===== config.mk =====
export PLATFORM = sky130hd
export DESIGN_NAME = seq_add32_ctrl_flat
export DESIGN_NICKNAME = d
export VERILOG_FILES = /design/src/rtl/seq_add32_ctrl_pkg.sv /design/src/rtl/seq_add32_ctrl_if.sv /design/src/rtl/seq_add32_ctrl_cla.sv /design/src/rtl/seq_add32_ctrl.sv /design/src/flat_wrapper.sv
export SDC_FILE = /design/constraint.sdc
export NUM_CORES = 1
export LEC_CHECK = 0
export CAP_MARGIN = 15
export CORE_UTILIZATION = 46
export CTS_CLUSTER_SIZE = 12
export DETAILED_ROUTE_END_ITERATION = 10
export PLACE_DENSITY = 0.88
export SETUP_SLACK_MARGIN = 0.4
export SYNTH_ARGS = -nofsm -noshare
export SYNTH_HDL_FRONTEND = slang
export SYNTH_SLANG_ARGS = --single-unit

===== constraint.sdc =====
create_clock -name clk -period 3.1 [get_ports clk]
set_input_delay 0.93 -clock clk [delete_from_list [all_inputs] [get_ports clk]]
set_output_delay 0.93 -clock clk [all_outputs]
set_load 0.01 [all_outputs]

===== src/rtl/seq_add32_ctrl_pkg.sv =====
// rtl/seq_add32_ctrl_pkg.sv - shared constants and encodings for the sequential adder
package seq_add32_ctrl_pkg;

   localparam int WIDTH  = 32;
   localparam int SLICE  = 4;
   localparam int NSLICE = WIDTH / SLICE;

   typedef enum logic [1:0] {
      ST_IDLE = 2'd0,
      ST_RUN  = 2'd1,
      ST_DONE = 2'd2
   } state_t;

   typedef enum logic {
      OP_ADD = 1'b0,
      OP_SUB = 1'b1
   } op_t;

endpackage


===== src/rtl/seq_add32_ctrl_if.sv =====
// rtl/seq_add32_ctrl_if.sv - operand/result handshake bundle for the sequential adder
interface seq_add32_ctrl_if #(
   parameter int WIDTH = seq_add32_ctrl_pkg::WIDTH
);

   logic             in_valid;
   logic             in_ready;
   logic [WIDTH-1:0] a;
   logic [WIDTH-1:0] b;
   logic             sub;
   logic             out_valid;
   logic             out_ready;
   logic [WIDTH-1:0] result;
   logic             cout;
   logic             ovf;
   logic             busy;

   // Requester side: presents operands, consumes results.
   modport master (
      output in_valid, a, b, sub, out_ready,
      input  in_ready, out_valid, result, cout, ovf, busy
   );

   // Adder side.
   modport slave (
      input  in_valid, a, b, sub, out_ready,
      output in_ready, out_valid, result, cout, ovf, busy
   );

endinterface


===== src/rtl/seq_add32_ctrl_cla.sv =====
// rtl/seq_add32_ctrl_cla.sv - four-bit carry-lookahead adder slice
module FourBitCLA (
   input  logic [3:0] a_i,
   input  logic [3:0] b_i,
   input  logic       cin_i,
   output logic [3:0] sum_o,
   output logic       cout_o
);

   logic [3:0] g;
   logic [3:0] p;
   logic [4:0] c;

   assign g = a_i & b_i;
   assign p = a_i ^ b_i;

   // Every carry is expanded directly from generate/propagate, no ripple.
   assign c[0] = cin_i;
   assign c[1] = g[0] | (p[0] & c[0]);
   assign c[2] = g[1] | (p[1] & g[0]) | (p[1] & p[0] & c[0]);
   assign c[3] = g[2] | (p[2] & g[1]) | (p[2] & p[1] & g[0])
               | (p[2] & p[1] & p[0] & c[0]);
   assign c[4] = g[3] | (p[3] & g[2]) | (p[3] & p[2] & g[1])
               | (p[3] & p[2] & p[1] & g[0])
               | (p[3] & p[2] & p[1] & p[0] & c[0]);

   assign sum_o  = p ^ c[3:0];
   assign cout_o = c[4];

endmodule


===== src/rtl/seq_add32_ctrl.sv =====
// rtl/seq_add32_ctrl.sv - 32-bit add/sub built from one time-multiplexed 4-bit CLA slice
module seq_add32_ctrl #(
   parameter int WIDTH = seq_add32_ctrl_pkg::WIDTH,
   parameter int SLICE = seq_add32_ctrl_pkg::SLICE
) (
   input  logic                 clk,
   input  logic                 reset,
   seq_add32_ctrl_if.slave      bus
);

   import seq_add32_ctrl_pkg::state_t;
   import seq_add32_ctrl_pkg::ST_IDLE;
   import seq_add32_ctrl_pkg::ST_RUN;
   import seq_add32_ctrl_pkg::ST_DONE;
   import seq_add32_ctrl_pkg::op_t;
   import seq_add32_ctrl_pkg::OP_SUB;

   localparam int NSL  = WIDTH / SLICE;
   localparam int IDXW = $clog2(NSL);
   localparam logic [IDXW-1:0] LAST_IDX = IDXW'(NSL - 1);

   state_t           state_q, state_d;
   logic [WIDTH-1:0] opa_q, opa_d;
   logic [WIDTH-1:0] opb_q, opb_d;
   logic [WIDTH-1:0] result_q, result_d;
   logic             carry_q, carry_d;
   logic             ovf_q, ovf_d;
   logic [IDXW-1:0]  idx_q, idx_d;

   logic [SLICE-1:0] slice_a;
   logic [SLICE-1:0] slice_b;
   logic [SLICE-1:0] slice_sum;
   logic             slice_cout;

   // The single adder slice walks the operands LSB-first, one nibble per RUN cycle.
   assign slice_a = opa_q[SLICE*idx_q +: SLICE];
   assign slice_b = opb_q[SLICE*idx_q +: SLICE];

   FourBitCLA u_cla (
      .a_i    (slice_a),
      .b_i    (slice_b),
      .cin_i  (carry_q),
      .sum_o  (slice_sum),
      .cout_o (slice_cout)
   );

   // Next-state and datapath updates; subtraction is a + ~b + 1 via the carry seed.
   always_comb begin
      state_d  = state_q;
      opa_d    = opa_q;
      opb_d    = opb_q;
      result_d = result_q;
      carry_d  = carry_q;
      ovf_d    = ovf_q;
      idx_d    = idx_q;
      case (state_q)
         ST_IDLE: begin
            if (bus.in_valid) begin
               opa_d   = bus.a;
               opb_d   = bus.b ^ {WIDTH{bus.sub}};
               carry_d = (op_t'(bus.sub) == OP_SUB);
               idx_d   = '0;
               state_d = ST_RUN;
            end
         end
         ST_RUN: begin
            result_d[SLICE*idx_q +: SLICE] = slice_sum;
            carry_d = slice_cout;
            if (idx_q == LAST_IDX) begin
               // Signed overflow: like-signed operands producing an opposite-signed result.
               ovf_d   = (opa_q[WIDTH-1] == opb_q[WIDTH-1]) &&
                         (slice_sum[SLICE-1] != opa_q[WIDTH-1]);
               state_d = ST_DONE;
            end else begin
               idx_d = idx_q + 1'b1;
            end
         end
         ST_DONE: begin
            if (bus.out_ready) begin
               state_d = ST_IDLE;
            end
         end
         default: begin
            state_d = ST_IDLE;
         end
      endcase
   end

   // State register; reset wins over any handshake in flight and aborts silently.
   always_ff @(posedge clk) begin
      if (reset) begin
         state_q  <= ST_IDLE;
         opa_q    <= '0;
         opb_q    <= '0;
         result_q <= '0;
         carry_q  <= 1'b0;
         ovf_q    <= 1'b0;
         idx_q    <= '0;
      end else begin
         state_q  <= state_d;
         opa_q    <= opa_d;
         opb_q    <= opb_d;
         result_q <= result_d;
         carry_q  <= carry_d;
         ovf_q    <= ovf_d;
         idx_q    <= idx_d;
      end
   end

   assign bus.in_ready  = (state_q == ST_IDLE);
   assign bus.out_valid = (state_q == ST_DONE);
   assign bus.busy      = (state_q == ST_RUN);
   assign bus.result    = result_q;
   assign bus.cout      = carry_q;
   assign bus.ovf       = ovf_q;

endmodule

===== src/flat_wrapper.sv =====
// flat-port wrapper written by rule: the top's interface ports become plain ports
module seq_add32_ctrl_flat import seq_add32_ctrl_pkg::state_t; import seq_add32_ctrl_pkg::ST_IDLE; import seq_add32_ctrl_pkg::ST_RUN; import seq_add32_ctrl_pkg::ST_DONE; import seq_add32_ctrl_pkg::op_t; import seq_add32_ctrl_pkg::OP_SUB;
#(
   parameter int WIDTH = seq_add32_ctrl_pkg::WIDTH,
   parameter int SLICE = seq_add32_ctrl_pkg::SLICE
)
  (clk, reset, bus_in_valid, bus_a, bus_b, bus_sub, bus_out_ready, bus_in_ready, bus_out_valid, bus_result, bus_cout, bus_ovf, bus_busy);
  seq_add32_ctrl_if #(.WIDTH(WIDTH)) bus_i ();
  input  logic clk;
  input  logic reset;
  input wire logic [$bits(bus_i.in_valid)-1:0] bus_in_valid;
  input wire logic [$bits(bus_i.a)-1:0] bus_a;
  input wire logic [$bits(bus_i.b)-1:0] bus_b;
  input wire logic [$bits(bus_i.sub)-1:0] bus_sub;
  input wire logic [$bits(bus_i.out_ready)-1:0] bus_out_ready;
  output wire logic [$bits(bus_i.in_ready)-1:0] bus_in_ready;
  output wire logic [$bits(bus_i.out_valid)-1:0] bus_out_valid;
  output wire logic [$bits(bus_i.result)-1:0] bus_result;
  output wire logic [$bits(bus_i.cout)-1:0] bus_cout;
  output wire logic [$bits(bus_i.ovf)-1:0] bus_ovf;
  output wire logic [$bits(bus_i.busy)-1:0] bus_busy;
  assign bus_i.in_valid = bus_in_valid;
  assign bus_i.a = bus_a;
  assign bus_i.b = bus_b;
  assign bus_i.sub = bus_sub;
  assign bus_i.out_ready = bus_out_ready;
  assign bus_in_ready = bus_i.in_ready;
  assign bus_out_valid = bus_i.out_valid;
  assign bus_result = bus_i.result;
  assign bus_cout = bus_i.cout;
  assign bus_ovf = bus_i.ovf;
  assign bus_busy = bus_i.busy;
  seq_add32_ctrl #(.WIDTH(WIDTH), .SLICE(SLICE)) u_core (.clk(clk), .reset(reset), .bus(bus_i));
endmodule

==> qor.csv, run 1 <==
metric,value,unit
WHS Path Cells,2,
DRT iter0 DRCs,212,
IO Count,106,
Placement Setup Slack,0.1430,ns
Met3 Wirelength,686,µm
top_reg_cell synth,dfxtp_1,
xor and xnor area share after synthesis,6.177,%
Initial DRT Pass Iterations,4,
Mapped Area,4821,µm²
row count,37,
largest net degree at the start of global routing,99,
Die Ht,104.4,µm
"CTS clk-pin slew, worst paths",0.10,ns
Levels on crit path,9,
Unique masters post-synth,47,
full die area,10890,µm²
Worst Path Buf+Inv,1,
skew final,0.01123,ns
compound-cell area share of the yosys netlist,13.57,%
Antenna Cells,0,
final setup fails,0,
worst-skew pair later-pin latency,0.39,ns
vias in the first global route,4097,
Area contributors post-synth,"dfxtp_1 43%, nand2_1 8.4%, mux4_2 7.5%",
WS Path Type,reg2reg,
Worst VDD drop,229.4,µV
Top Layer Used,met4,
Synth area leader,dfxtp_1,
number of max-cap violations,0,
Post-Route WL,11.67,mm
slew margin rel.,41.77,%
global route overflow,0,
antenna violations before repair,0,
worst-margin pin slew,0.8734,ns
Avg Inst Size Synth,8.911,µm²
met1 WL,4.962,mm
Total GRT Usage,22.31,%
fin worst setup slack,0.4105,ns
hold-fix buffers at CTS,0,
# DRC,0,
drt wl/cell,14.97,µm
WP data arrival,2.99,ns
top achievable clock speed,371.8,MHz
CTS Sinks,103,
most common cell in the netlist,nand2_1,
critical path peak fanout,7,
type of origin of the critical path,flop,
critical path's largest stage delay,0.52,ns
final worst path period share,86.76,%
first-pass GRT wire length,19.45,mm
post-synthesis mux area share,9.551,%
CTS tree,built,
CORE AREA,10230,µm²
Simple-Gate Fraction of Synth Area,20.61,%
Syn Nets,623,
Slew Limit Fails,0,
setup TNS,0,ns
Cells after Synth,541,
Synth Register Bits,103,
Post-synth EDFFs,0,
crit path cell chain,buf_12 > mux4_2 > nand2_2 > nand2_2 > ha_4 > and3_4 > a211o_1 > or4_1 > a311oi_1,
vias post-DR,4172,
Clock Path Buffers,2,
Lkg Pwr,2.298,nW
share of the synthesized area in the top cell type,42.77,%
Hold WC Path Type,reg2reg,
met2 WL post-DR,5.733,mm
DPL Wire Length,8.651,mm
I/O Buffers,105,
status,"complete, no violations",
"Largest delay share family, worst path",simple AND/OR/NAND/NOR gates,
fillcell total,781,
Die Wd,104.4,µm
final std cells w/o fill,779,
CTS Root Cell,clkbuf_8,
Setup crit end kind,flop,
share of post-route cells with drive strength above 1,13.37,%
CTS Buf Count,9,
Fin. Hold Viols,0,
Crit-path slowest cell,mux4_2,
initial core utilization,47.12,%
Placed Instances,758,
area grow syn2layout,32.34,%
Synth async-reset ratio,0,%
routed vias/inst,5.356,
"most used cell, CP",nand2_2,
nets,720,
largest family of logic cells by synthesized area,simple AND/OR/NAND/NOR gates,
worst r2r path cells,9,
PD cells,449.4,nW/µm²
Final ANT Viol Nets,0,
RD Place Congestion,0.8849,
sequential share of the synthesized area,42.77,%
CTS H-tree depth,3,
Post-synth top cells,"108 x nand2_1, 103 x dfxtp_1, 53 x nor2_1",
"Warnings, synthesis",0,
RSZ-0062 raised after global routing,yes,
post-synthesis adder-cell area fraction,3.530,%
Worst EP required,3.40,ns
minimum clock period,2.689,ns
[layer usage]
metal,GRT usage (%),vias up
li1,-,2069
met1,27.43,1938
met2,37.28,141
met3,4.950,24
met4,9.898,0
met5,0,-
[area by class of cell]
| type | instances | area (µm²) | share of cell area, % |
|---|---|---|---|
| multi-input cells | 393 | 2699 | 42.30 |
| well taps | 136 | 170.2 | 2.667 |
| repair buffers | 122 | 1209 | 18.94 |
| inverters | 9 | 36.28 | 0.5687 |
| flip-flops and latches | 103 | 2069 | 32.44 |
| clock inverters | 6 | 68.82 | 1.079 |
| clock buffers | 10 | 127.6 | 2.000 |
[worst min-delay path, cell delays in order (launching register included)]
cell     delay, ns
dfxtp_1       0.32
nand2_1       0.05
a21oi_1       0.05
[logic make-up (layout without fill, tap and decap cells)]
group / after synthesis / count (layout)
AND/OR/NAND/NOR: 215 / 215
AO/OA/AOI/OAI: 105 / 105
flip-flops: 103 / 103
buffers and inverters: 45 / 147
XOR/XNOR: 34 / 34
multiplexers: 26 / 26
adder cells (fa/ha/maj): 13 / 13
[where the power goes]
| part | switching [W] | internal, W | leakage (nW) |
|---|---|---|---|
| clock network | 0.000481 | 0.000380 | 0.0973 |
| logic | 0.000276 | 0.000288 | 1.36 |
| registers | 0.0000501 | 0.00139 | 0.845 |
[stage by stage]
step | utilization [%] | power [W] | cell area [µm²] | hold slack (ns)
after global placement | 58.90 | 0.001976 | 6026 | 0.4420
after detailed placement | 58.90 | 0.001998 | 6026 | 0.4473
final | 62.36 | 0.002867 | 6380 | 0.4615
after floorplan | - | 0.001796 | 4877 | 0.4331
after global routing | 62.36 | 0.002983 | 6380 | 0.4770
after CTS | 61.82 | 0.002858 | 6325 | 0.4623
[sequential cells by signal, summed over array words and instances, names as in the netlist]
signal,cells
u_core.idx_q,3
u_core.state_q,2
u_core.bus.ovf,1
u_core.bus.cout,1
u_core.bus.result,32
u_core.opa_q,32
u_core.opb_q,32
[layout by cell type (no fill, tap or decap), types with 3 or more instances in the layout]
| cell type | instances |
|---|---|
| clkdlybuf4s50_1 | 103 |
| inv_1 | 7 |
| clkbuf_8 | 9 |
| nand3_1 | 7 |
| mux4_2 | 16 |
| buf_12 | 3 |
| ha_4 | 4 |
| nand2_1 | 96 |
| nand4_1 | 5 |
| nand2_2 | 11 |
| and2_1 | 3 |
| o32ai_1 | 3 |
| mux2i_1 | 10 |
| xnor2_1 | 33 |
| ha_1 | 8 |
| nand2b_1 | 6 |
| o21ai_0 | 6 |
| a211oi_1 | 34 |
| dfxtp_1 | 101 |
| a21oi_1 | 49 |
| nor2b_1 | 4 |
| nor2_1 | 53 |
| nand3b_1 | 7 |
| nor3b_1 | 3 |
| buf_4 | 15 |
[worst paths after layout]
| kind | to | slack, ns | from |
|---|---|---|---|
| hold / removal | u_core.opa_q[20] | 0.46 | u_core.opa_q[20] |
| setup / recovery | u_core.bus.ovf | 0.41 | u_core.idx_q[0] |
| setup reg to reg | u_core.bus.ovf | 0.41 | u_core.idx_q[0] |
| hold reg to reg | u_core.opa_q[20] | 0.46 | u_core.opa_q[20] |
[what timing repair did]
item	CTS	global route
pin swaps	8	3
resized for setup	11	16
endpoints found under the setup margin	6	8
buffers inserted	5	0
(Power assumes the default switching activity.)
==> run 2: changes to the inputs <==
Settings changed: SKIP_LAST_GASP set to 1.
==> results of run 2 <==
The final DEF is identical to that of run 1; final timing and power are the same.
